--- src/rtl/setpoint_diff_pkg.sv ---
// Shared types and constants for the setpoint/measurement difference stage
// that feeds the 7-segment display decoder.
package setpoint_diff_pkg;

    localparam int MEAS_W = 5;
    localparam int DIFF_W = 4;
    localparam int SP_W   = 4;
    localparam int RES_W  = MEAS_W + 1;

    localparam logic [SP_W-1:0]   SP_MAX   = 4'd15;
    localparam logic [DIFF_W-1:0] DIFF_MAX = 4'd15;

    typedef enum logic [1:0] {
        IDLE    = 2'd0,
        CAPTURE = 2'd1,
        COMPUTE = 2'd2
    } state_t;

endpackage

--- src/rtl/setpoint_diff_btn_debounce.sv ---
// Push-button conditioner: 2-flop synchroniser, stability counter and a
// single-cycle pulse on each accepted 0->1 transition of the debounced level.
module btn_debounce #(
    parameter int DEBOUNCE_CYCLES = 4
) (
    input  logic clk,
    input  logic rst,
    input  logic btn,
    output logic press
);

    localparam int CNT_W = $clog2(DEBOUNCE_CYCLES + 1);
    localparam logic [CNT_W-1:0] CNT_LAST = CNT_W'(DEBOUNCE_CYCLES - 1);

    logic             sync1_reg;
    logic             sync2_reg;
    logic             level_reg;
    logic             press_reg;
    logic [CNT_W-1:0] cnt_reg;

    // The counter tracks how many consecutive samples disagree with the
    // accepted level; any agreeing sample restarts the run.
    always_ff @(posedge clk) begin
        if (rst) begin
            sync1_reg <= 1'b0;
            sync2_reg <= 1'b0;
            level_reg <= 1'b0;
            press_reg <= 1'b0;
            cnt_reg   <= '0;
        end else begin
            sync1_reg <= btn;
            sync2_reg <= sync1_reg;
            press_reg <= 1'b0;
            if (sync2_reg != level_reg) begin
                if (cnt_reg == CNT_LAST) begin
                    level_reg <= sync2_reg;
                    press_reg <= sync2_reg;
                    cnt_reg   <= '0;
                end else begin
                    cnt_reg <= cnt_reg + 1'b1;
                end
            end else begin
                cnt_reg <= '0;
            end
        end
    end

    assign press = press_reg;

endmodule

--- src/rtl/setpoint_diff.sv ---
// Setpoint register driven by debounced up/down buttons, plus a three-step
// FSM producing the saturated |meas - setpoint| and its sign for the display.
module setpoint_diff
    import setpoint_diff_pkg::*;
#(
    parameter int              DEBOUNCE_CYCLES = 4,
    parameter logic [SP_W-1:0] SP_RESET        = 4'd0
) (
    input  logic              clk,
    input  logic              rst,
    input  logic              btn_up,
    input  logic              btn_down,
    input  logic              sample,
    input  logic [MEAS_W-1:0] meas,
    output logic [SP_W-1:0]   setpoint,
    output logic [DIFF_W-1:0] diff,
    output logic              sinal,
    output logic              ovf,
    output logic              valid,
    output logic              busy
);

    logic [1:0] btn_raw;
    logic [1:0] press;

    assign btn_raw = {btn_down, btn_up};

    genvar gi;
    generate
        for (gi = 0; gi < 2; gi++) begin : g_btn
            btn_debounce #(
                .DEBOUNCE_CYCLES(DEBOUNCE_CYCLES)
            ) u_db (
                .clk  (clk),
                .rst  (rst),
                .btn  (btn_raw[gi]),
                .press(press[gi])
            );
        end
    endgenerate

    state_t            state_reg, state_next;
    logic [SP_W-1:0]   sp_reg, sp_next;
    logic              sp_change;
    logic              sp_pend_reg, sp_pend_next;
    logic              smp_pend_reg, smp_pend_next;
    logic [MEAS_W-1:0] meas_cap_reg;
    logic [SP_W-1:0]   sp_used_reg;
    logic [DIFF_W-1:0] diff_reg;
    logic              sinal_reg, ovf_reg, valid_reg;
    logic [RES_W-1:0]  res, mag;

    // Simultaneous up and down presses cancel; limits swallow the press.
    always_comb begin
        sp_next   = sp_reg;
        sp_change = 1'b0;
        if (press[0] && !press[1] && sp_reg != SP_MAX) begin
            sp_next   = sp_reg + 1'b1;
            sp_change = 1'b1;
        end else if (press[1] && !press[0] && sp_reg != '0) begin
            sp_next   = sp_reg - 1'b1;
            sp_change = 1'b1;
        end
    end

    // A request arriving in the CAPTURE cycle survives the clear and is
    // serviced on the next pass.
    assign sp_pend_next  = (sp_pend_reg  && state_reg != CAPTURE) || sp_change;
    assign smp_pend_next = (smp_pend_reg && state_reg != CAPTURE) || sample;

    always_comb begin
        state_next = state_reg;
        case (state_reg)
            IDLE:    if (sp_pend_reg || smp_pend_reg) state_next = CAPTURE;
            CAPTURE: state_next = COMPUTE;
            COMPUTE: state_next = IDLE;
            default: state_next = IDLE;
        endcase
    end

    always_ff @(posedge clk) begin
        if (rst) begin
            state_reg <= IDLE;
        end else begin
            state_reg <= state_next;
        end
    end

    assign res = {1'b0, meas_cap_reg} - {2'b00, sp_used_reg};
    assign mag = res[RES_W-1] ? (RES_W'(0) - res) : res;

    always_ff @(posedge clk) begin
        if (rst) begin
            sp_reg       <= SP_RESET;
            sp_pend_reg  <= 1'b0;
            smp_pend_reg <= 1'b0;
            meas_cap_reg <= '0;
            sp_used_reg  <= '0;
            diff_reg     <= '0;
            sinal_reg    <= 1'b0;
            ovf_reg      <= 1'b0;
            valid_reg    <= 1'b0;
        end else begin
            sp_reg       <= sp_next;
            sp_pend_reg  <= sp_pend_next;
            smp_pend_reg <= smp_pend_next;
            valid_reg    <= 1'b0;
            if (state_reg == CAPTURE) begin
                if (smp_pend_reg) begin
                    meas_cap_reg <= meas;
                end
                sp_used_reg <= sp_reg;
            end
            if (state_reg == COMPUTE) begin
                sinal_reg <= res[RES_W-1];
                ovf_reg   <= (mag > RES_W'(DIFF_MAX));
                diff_reg  <= (mag > RES_W'(DIFF_MAX)) ? DIFF_MAX : mag[DIFF_W-1:0];
                valid_reg <= 1'b1;
            end
        end
    end

    assign setpoint = sp_reg;
    assign diff     = diff_reg;
    assign sinal    = sinal_reg;
    assign ovf      = ovf_reg;
    assign valid    = valid_reg;
    assign busy     = (state_reg != IDLE);

endmodule

--- config.mk ---
export PLATFORM = sky130hd
export DESIGN_NAME = setpoint_diff
export DESIGN_NICKNAME = d
export VERILOG_FILES = /design/src/rtl/setpoint_diff_pkg.sv /design/src/rtl/setpoint_diff_btn_debounce.sv /design/src/rtl/setpoint_diff.sv
export SDC_FILE = /design/constraint.sdc
export NUM_CORES = 1
export LEC_CHECK = 0
export ABC_AREA = 1
export BUFFER_PORTS_ARGS = -buffer_cell sky130_fd_sc_hd__buf_2
export CAP_MARGIN = 20
export CORE_MARGIN = 5
export CORE_UTILIZATION = 50
export CTS_BUF_LIST = sky130_fd_sc_hd__clkbuf_16
export CTS_CLUSTER_SIZE = 40
export DETAILED_ROUTE_END_ITERATION = 10
export GPL_ROUTABILITY_DRIVEN = 0
export PLACE_DENSITY_LB_ADDON = 0.25
export SLEW_MARGIN = 10
export SYNTH_ARGS = -nofsm -noshare
export SYNTH_HDL_FRONTEND = slang
export SYNTH_SLANG_ARGS = --single-unit
--- constraint.sdc ---
create_clock -name clk -period 2.75 [get_ports clk]
set_clock_uncertainty 0.1 [all_clocks]
set_input_delay 0.55 -clock clk [delete_from_list [all_inputs] [get_ports clk]]
set_output_delay 0.55 -clock clk [all_outputs]
set_load 0.02 [all_outputs]
==> results_dict.tcl, run 1 <==
set metrics [dict create \
    status "complete, no violations" \
    ios 22 \
    crit_slowest_cell "fa_1" \
    synthCells 231 \
    antenna_found_initial 0 \
    grt_pass1_vias 1465 \
    root_buffer "clkbuf_16" \
    dp_hpwl_mm 2.43 \
    cts.clk_slew.worst_paths_ps 60 \
    area_growth_pct 19.1 \
    hold_ws_ps 305 \
    critical_path.max_stage_delay_ps 470 \
    powerDensity_nw_per_um2 700 \
    detail_route.first_pass.iterations 4 \
    vias 1505 \
    port_buffers 21 \
    worst_slew_pin_slew_ps 469 \
    seqCellArea_um2 761 \
    fin_crit_ps 2010 \
    chipHeight_um 69.6 \
    final_layout_size_suffix_gt1_frac 0.195 \
    grt_max_degree 20 \
    crit_family "adder cells" \
    rows 21 \
    crit_path_cell_trace "inv_1 -> ha_1 -> inv_2 -> fa_1 -> inv_1 -> ha_1 -> inv_1 -> nor2_2 -> nand3_1 -> nand2_1 -> nand2_2 -> nand3_2 -> nor2_1 -> nor2_1" \
    cts_resized 0 \
    end_kind "flop" \
    start_kind "flop" \
    synthDistinctLibCells 25 \
    leakage_nw 1.02 \
    drcViolationCount 0 \
    ir_drop_mv 0.471 \
    post-route-util 0.625 \
    antenna_cells 0 \
    design_area_um2 2120 \
    dp_slack_ps 745 \
    route.final.wire_length_mm 3.31 \
    fillers 294 \
    rsz0062_at_grt "false" \
    fin_crit_sh 0.731 \
    finalHoldViolCount 0 \
    maxSlewHeadroom 0.687 \
    yosysSeqAreaShare 0.428 \
    drt_iter0_drc 128 \
    die_area_um2 4850 \
    cts_htree_levels 2 \
    fin_tns_setup_ps 0 \
    critPathArrivalTime_ps 2080 \
    cts_sinks 38 \
    crit_buf_inv 4 \
    clk_latency_ps 280 \
    start_util 0.525 \
    ant_nets 0 \
    ys_warn_count 0 \
    ys_ff_latch 38 \
    tritoncts "done" \
    grt_overflow 0 \
    largest_register_ffs 6 \
    die_w_um 69.6 \
    crit_fanout 3 \
    track_usage 0.154 \
    nets 279 \
    syn_nets 254 \
    grt_first_pass_wirelength_mm 6.22 \
    avgSynthCellArea_um2 7.70 \
    via_per_inst 4.97 \
    core_um2 3390 \
    worstPathRequired_ps 2820 \
    cts_inserted_buffers 5 \
    timing.final.ws_setup_ps 740 \
    cts_setup_buffers 0 \
    wl_per_cell_um 10.9 \
    clock_path_buffers 2 \
    setup_viol 0 \
    worstSetupPathType "flop to flop" \
    maxCapViolations 0 \
    placed_area_um2 1920 \
    slew_violations 0 \
    netlist_area_um2 1780 \
    crit_top_cell "inv_1" \
    multi_input_comb_area_um2 846 \
    holdBufCountCts 0 \
    clock.fmax_ghz 0.497 \
    hp-class "flop to flop" \
]
## cell type report
| type | instances | share of cell area |
|---|---|---|
| Multi-Input combinational cell | 150 | 0.400 |
| Sequential cell | 38 | 0.359 |
| Inverter | 39 | 0.0691 |
| Clock buffer | 5 | 0.0591 |
| Timing Repair Buffer | 22 | 0.0532 |
| Clock inverter | 3 | 0.0325 |
| Tap cell | 46 | 0.0272 |
## cells in the mapped netlist
| cell | number | area (um2) |
|---|---|---|
| a21o_1 | 2 | 15.0 |
| a21oi_1 | 20 | 100 |
| buf_1 | 1 | 3.75 |
| buf_2 | 2 | 10.0 |
| buf_6 | 1 | 11.3 |
| dfxtp_1 | 38 | 761 |
| fa_1 | 2 | 40.0 |
| ha_1 | 11 | 138 |
| inv_1 | 32 | 120 |
| inv_2 | 7 | 26.3 |
| nand2_1 | 31 | 116 |
| nand2_2 | 6 | 37.5 |
| nand2_4 | 1 | 11.3 |
| nand3_1 | 14 | 70.1 |
| nand3_2 | 2 | 20.0 |
| nand3b_1 | 1 | 7.51 |
| nand4_1 | 5 | 31.3 |
| nor2_1 | 31 | 116 |
| nor2_2 | 3 | 18.8 |
| nor3_1 | 2 | 10.0 |
| nor3_2 | 1 | 10.0 |
| o211ai_1 | 1 | 7.51 |
| o21ai_0 | 6 | 30.0 |
| o21ai_1 | 8 | 40.0 |
| xor2_1 | 3 | 26.3 |
## metrics by stage
step	instances	power, mW
2_1_floorplan	231	0.716
3_3_place_gp	295	0.749
3_5_place_dp	295	0.751
4_1_cts	303	1.50
5_1_grt	303	1.55
6_report	303	1.48
## kinds of logic (layout without fill, tap and decap cells)
group,after synthesis,after routing,share of synthesized area
flip-flops,38,38,0.428
XOR/XNOR,3,3,0.0148
adder cells (fa/ha/maj),13,13,0.0999
AND/OR/NAND/NOR,97,97,0.253
buffers and inverters,43,69,0.0964
AO/OA/AOI/OAI,37,37,0.108
## routing by layer
metal,track usage,routed length [um],vias to the layer above
met1,0.184,1560,696
met2,0.263,1600,12
li1,-,-,791
met3,0.0406,98,6
met5,0,0,-
met4,0.0617,43,0
## tightest hold or removal path: stages, from the launching register on
cell and delay (ps):
dfxtp_1 290, inv_1 40, nor2_1 30
## path summary, 6_finish.rpt
| kind | from | endpoint | slack, ps | cells after the start |
|---|---|---|---|---|
| max | meas_cap_reg[0] | diff[2] | 740 | 14 |
| min | g_btn[1].u_db.sync1_reg | g_btn[1].u_db.sync2_reg | 310 | 2 |
| max reg2reg | meas_cap_reg[0] | diff[2] | 740 | 14 |
| min reg2reg | g_btn[1].u_db.sync1_reg | g_btn[1].u_db.sync2_reg | 310 | 2 |
## power breakdown
part / internal [mW] / switching, mW
Combinational: 0.0600 / 0.105
Clock: 0.521 / 0.221
Sequential: 0.566 / 0.00979
## layout by cell type (no fill, tap or decap)
master     instances
dfxtp_1           38
inv_1             32
nand2_1           31
nor2_1            31
buf_2             21
a21oi_1           20
nand3_1           14
ha_1              11
o21ai_1            8
inv_2              7
nand2_2            6
o21ai_0            6
nand4_1            5
clkbuf_16          5
nor2_2             3
xor2_1             3
nand3_2            2
nor3_1             2
a21o_1             2
fa_1               2
bufinv_16          2
nor3_2             1
nand2_4            1
o211ai_1           1
nand3b_1           1
clkinv_4           1
buf_4              1
Power figures use the tool's default switching activity.
==> inputs of run 2 (changes only) <==
--- a/config.mk
+++ b/config.mk
@@ -5,7 +5,7 @@
 export SDC_FILE = /design/constraint.sdc
 export NUM_CORES = 1
 export LEC_CHECK = 0
-export ABC_AREA = 1
+export ABC_AREA = 0
 export BUFFER_PORTS_ARGS = -buffer_cell sky130_fd_sc_hd__buf_2
 export CAP_MARGIN = 20
 export CORE_MARGIN = 5
==> constraint.sdc (replaced) <==
create_clock -name clk -period 2.07 [get_ports clk]
set_clock_uncertainty 0.1 [all_clocks]
set_input_delay 0.414 -clock clk [delete_from_list [all_inputs] [get_ports clk]]
set_output_delay 0.414 -clock clk [all_outputs]
set_load 0.02 [all_outputs]
==> run 2 against run 1 <==
Compared with the run above: cell count shrank 16%; first-iteration DRC count shrank 55%; the run now ends with setup timing left; sequential share of layout area increased by 0.71 points; die area decreased by 3.4%; utilization is 0.66 points higher; highest routed layer unchanged; routed wire length increased by 2.9%; count of clock-buffer cells in the layout stayed put; fmax down 13%; clock power shrank 3.0%; critical path type unchanged; synthesized cell count fell by 22%; critical endpoint is now diff[0].
==> results_dict.tcl, run 2 <==
set metrics [dict create \
    status "finished, violations left" \
    violations "setup timing" \
    setup_viol 5 \
    tritoncts "done" \
    antenna_cells 0 \
    maxSlewHeadroom 0.576 \
    grt_pass1_vias 1380 \
    fin_crit_sh 1.12 \
    chipHeight_um 68.4 \
    synth_ff_type "dfxtp_1" \
    dp_hpwl_mm 2.48 \
    post-route-util 0.631 \
    hp-class "input pin to flop" \
    root_buffer "clkbuf_16" \
    worstHoldStart "btn_up" \
    critical_path.max_stage_delay_ps 530 \
    timing.final.ws_setup_ps -246 \
    rsz0062_at_grt "true" \
    whs_endpoint "g_btn[0].u_db.sync1_reg" \
    rows 21 \
    area_growth_pct 22.3 \
    die_area_um2 4680 \
    end_kind "flop" \
    r2r_setup_slack_ps -250 \
    nets 232 \
    hold_ws_ps 245 \
    ios 22 \
    ys_warn_count 0 \
    detail_route.first_pass.iterations 4 \
    synth_most_common_cell "dfxtp_1" \
    via_per_inst 5.19 \
    cts.clk_slew.worst_paths_ps 60 \
    timing.rr.end "diff[0]" \
    port_buffers 21 \
    hold_depth 2 \
    antenna_found_initial 0 \
    synthDistinctLibCells 34 \
    powerDensity_nw_per_um2 756 \
    ant_nets 0 \
    r2r_start "meas_cap_reg[0]" \
    clock_path_buffers 2 \
    largest_register_ffs 6 \
    start_util 0.516 \
    crit_path_cell_trace "inv_2 -> ha_4 -> inv_2 -> fa_2 -> inv_2 -> ha_4 -> and3b_4 -> a2111oi_4 -> a32o_2 -> a211oi_2" \
    grt_first_pass_wirelength_mm 5.81 \
    maxCapViolations 0 \
    fin_tns_setup_ps -1200 \
    synth_compound_area_frac 0.128 \
    drcViolationCount 0 \
    dp_slack_ps -216 \
    holdBufCountCts 0 \
    layout_common_cells "dfxtp_1, nor2_1, buf_2" \
    crit_top_cell "inv_2" \
    route.final.wire_length_mm 3.40 \
    yosys-top-cells-area "dfxtp_1, ha_1, nor2_1, a21oi_1, xnor2_1" \
    async_flop_share 0 \
    core_um2 3310 \
    avgSynthCellArea_um2 9.49 \
    wl_per_cell_um 13.3 \
    finalHoldViolCount 0 \
    crit_path_start "meas_cap_reg[0]" \
    synth.top_cell.area_share 0.445 \
    ys_ff_latch 38 \
    drt_iter0_drc 58 \
    syn_nets 203 \
    cts_htree_levels 2 \
    synthMuxAreaShare 0.0293 \
    slew_violations 0 \
    synth_top_area_cell "dfxtp_1" \
    synth_edf_count 0 \
    clock.fmax_ghz 0.432 \
    reg2regPathDepth 10 \
    cts_inserted_buffers 5 \
    cts_sinks 38 \
    worst_slew_pin_slew_ps 636 \
    grt_max_degree 35 \
    ir_drop_mv 0.691 \
    synth_top_family_by_area "simple AND/OR/NAND/NOR gates" \
    worstSetupPathType "flop to flop" \
    crit_slowest_cell "fa_2" \
    grt_overflow 0 \
    synthSimpleGateAreaFrac 0.207 \
    synthAdderAreaFrac 0.104 \
    synthCells 180 \
    vias 1328 \
    synth_common_cells "dfxtp_1, nor2_1, nand2_1" \
    final_common_cell "dfxtp_1" \
    clk_latency_ps 270 \
    crit_fanout 5 \
    yosysSeqAreaShare 0.445 \
    die_w_um 68.4 \
    netlist_area_um2 1710 \
    fin_crit_ps 2320 \
    leakage_nw 0.830 \
    cts_setup_buffers 0 \
    total_power_mw 1.58 \
    final_layout_size_suffix_gt1_frac 0.286 \
    start_kind "flop" \
    track_usage 0.167 \
    worstPathRequired_ps 2100 \
    synth-xor-area-share 0.0410 \
    critPathArrivalTime_ps 2350 \
]
-- run 2: cell count changes after synthesis, moves of 6 or more --
cell / change
inv_1: -22
inv_2: -7
nor2_1: -7
nand2_1: -15
xnor2_1: +8
nor2b_1: +6
nand3_1: -8
nand2_2: -6
o21ai_1: -8
-- run 2: cell families after synthesis --
kind of cell / count (synthesis)
compound gates: 29
buf+inv: 17
xor+xnor: 8
flops: 38
mux: 5
fa+ha+maj: 13
simple gates: 70
-- run 2: worst max path at each step --
stage | endpoint | slack, ps | cells past startpoint
final | diff[0] | -250 | 10
after global routing | diff[2] | -330 | 10
after CTS | diff[3] | -240 | 10
after detailed placement | diff[0] | -220 | 9
after global placement | diff[2] | -170 | 9
after floorplan | diff[0] | -100 | 10
-- run 2: metal layers --
| metal | vias up | wire length (um) | track usage |
|---|---|---|---|
| li1 | 670 | - | - |
| met1 | 638 | 1390 | 0.169 |
| met2 | 13 | 1850 | 0.313 |
| met3 | 7 | 102 | 0.0493 |
| met4 | 0 | 59 | 0.0670 |
| met5 | - | 0 | 0 |
-- run 2: report_power, final --
group          total (mW)  internal (mW)  leakage, nW  switching [mW]
Sequential          0.758          0.747        0.310          0.0114
Clock               0.719          0.439       0.0672           0.280
Combinational       0.102         0.0425        0.452          0.0594
-- run 2: layout make-up --
| type | count | area (um2) |
|---|---|---|
| Fill cell | 305 | 1220 |
| Sequential cell | 38 | 766 |
| Clock buffer | 5 | 125 |
| Tap cell | 46 | 57.6 |
| Inverter | 10 | 37.5 |
| Multi-Input combinational cell | 125 | 922 |
| Clock inverter | 3 | 16.3 |
| Timing Repair Buffer | 29 | 165 |
-- run 2: critical path, delay by kind of cell (launching register included) --
family,cells,cell delay (ps)
adders and majority gates,3,810
AOI/OAI and AO/OA,3,620
DFF,1,320
and+or+nand+nor,1,180
buffers and inverters,3,150
-- run 2: what timing repair did --
action                     in CTS  in global routing
pin swaps                       1                  2
gates resized for setup         0                  5
setup endpoints to repair       5                  6
-- run 2: through the flow --
step,area [um2],std cells
floorplan,1750,180
global placement,1930,248
detailed placement,1930,248
CTS,2070,256
global route,2090,256
finish,2090,256
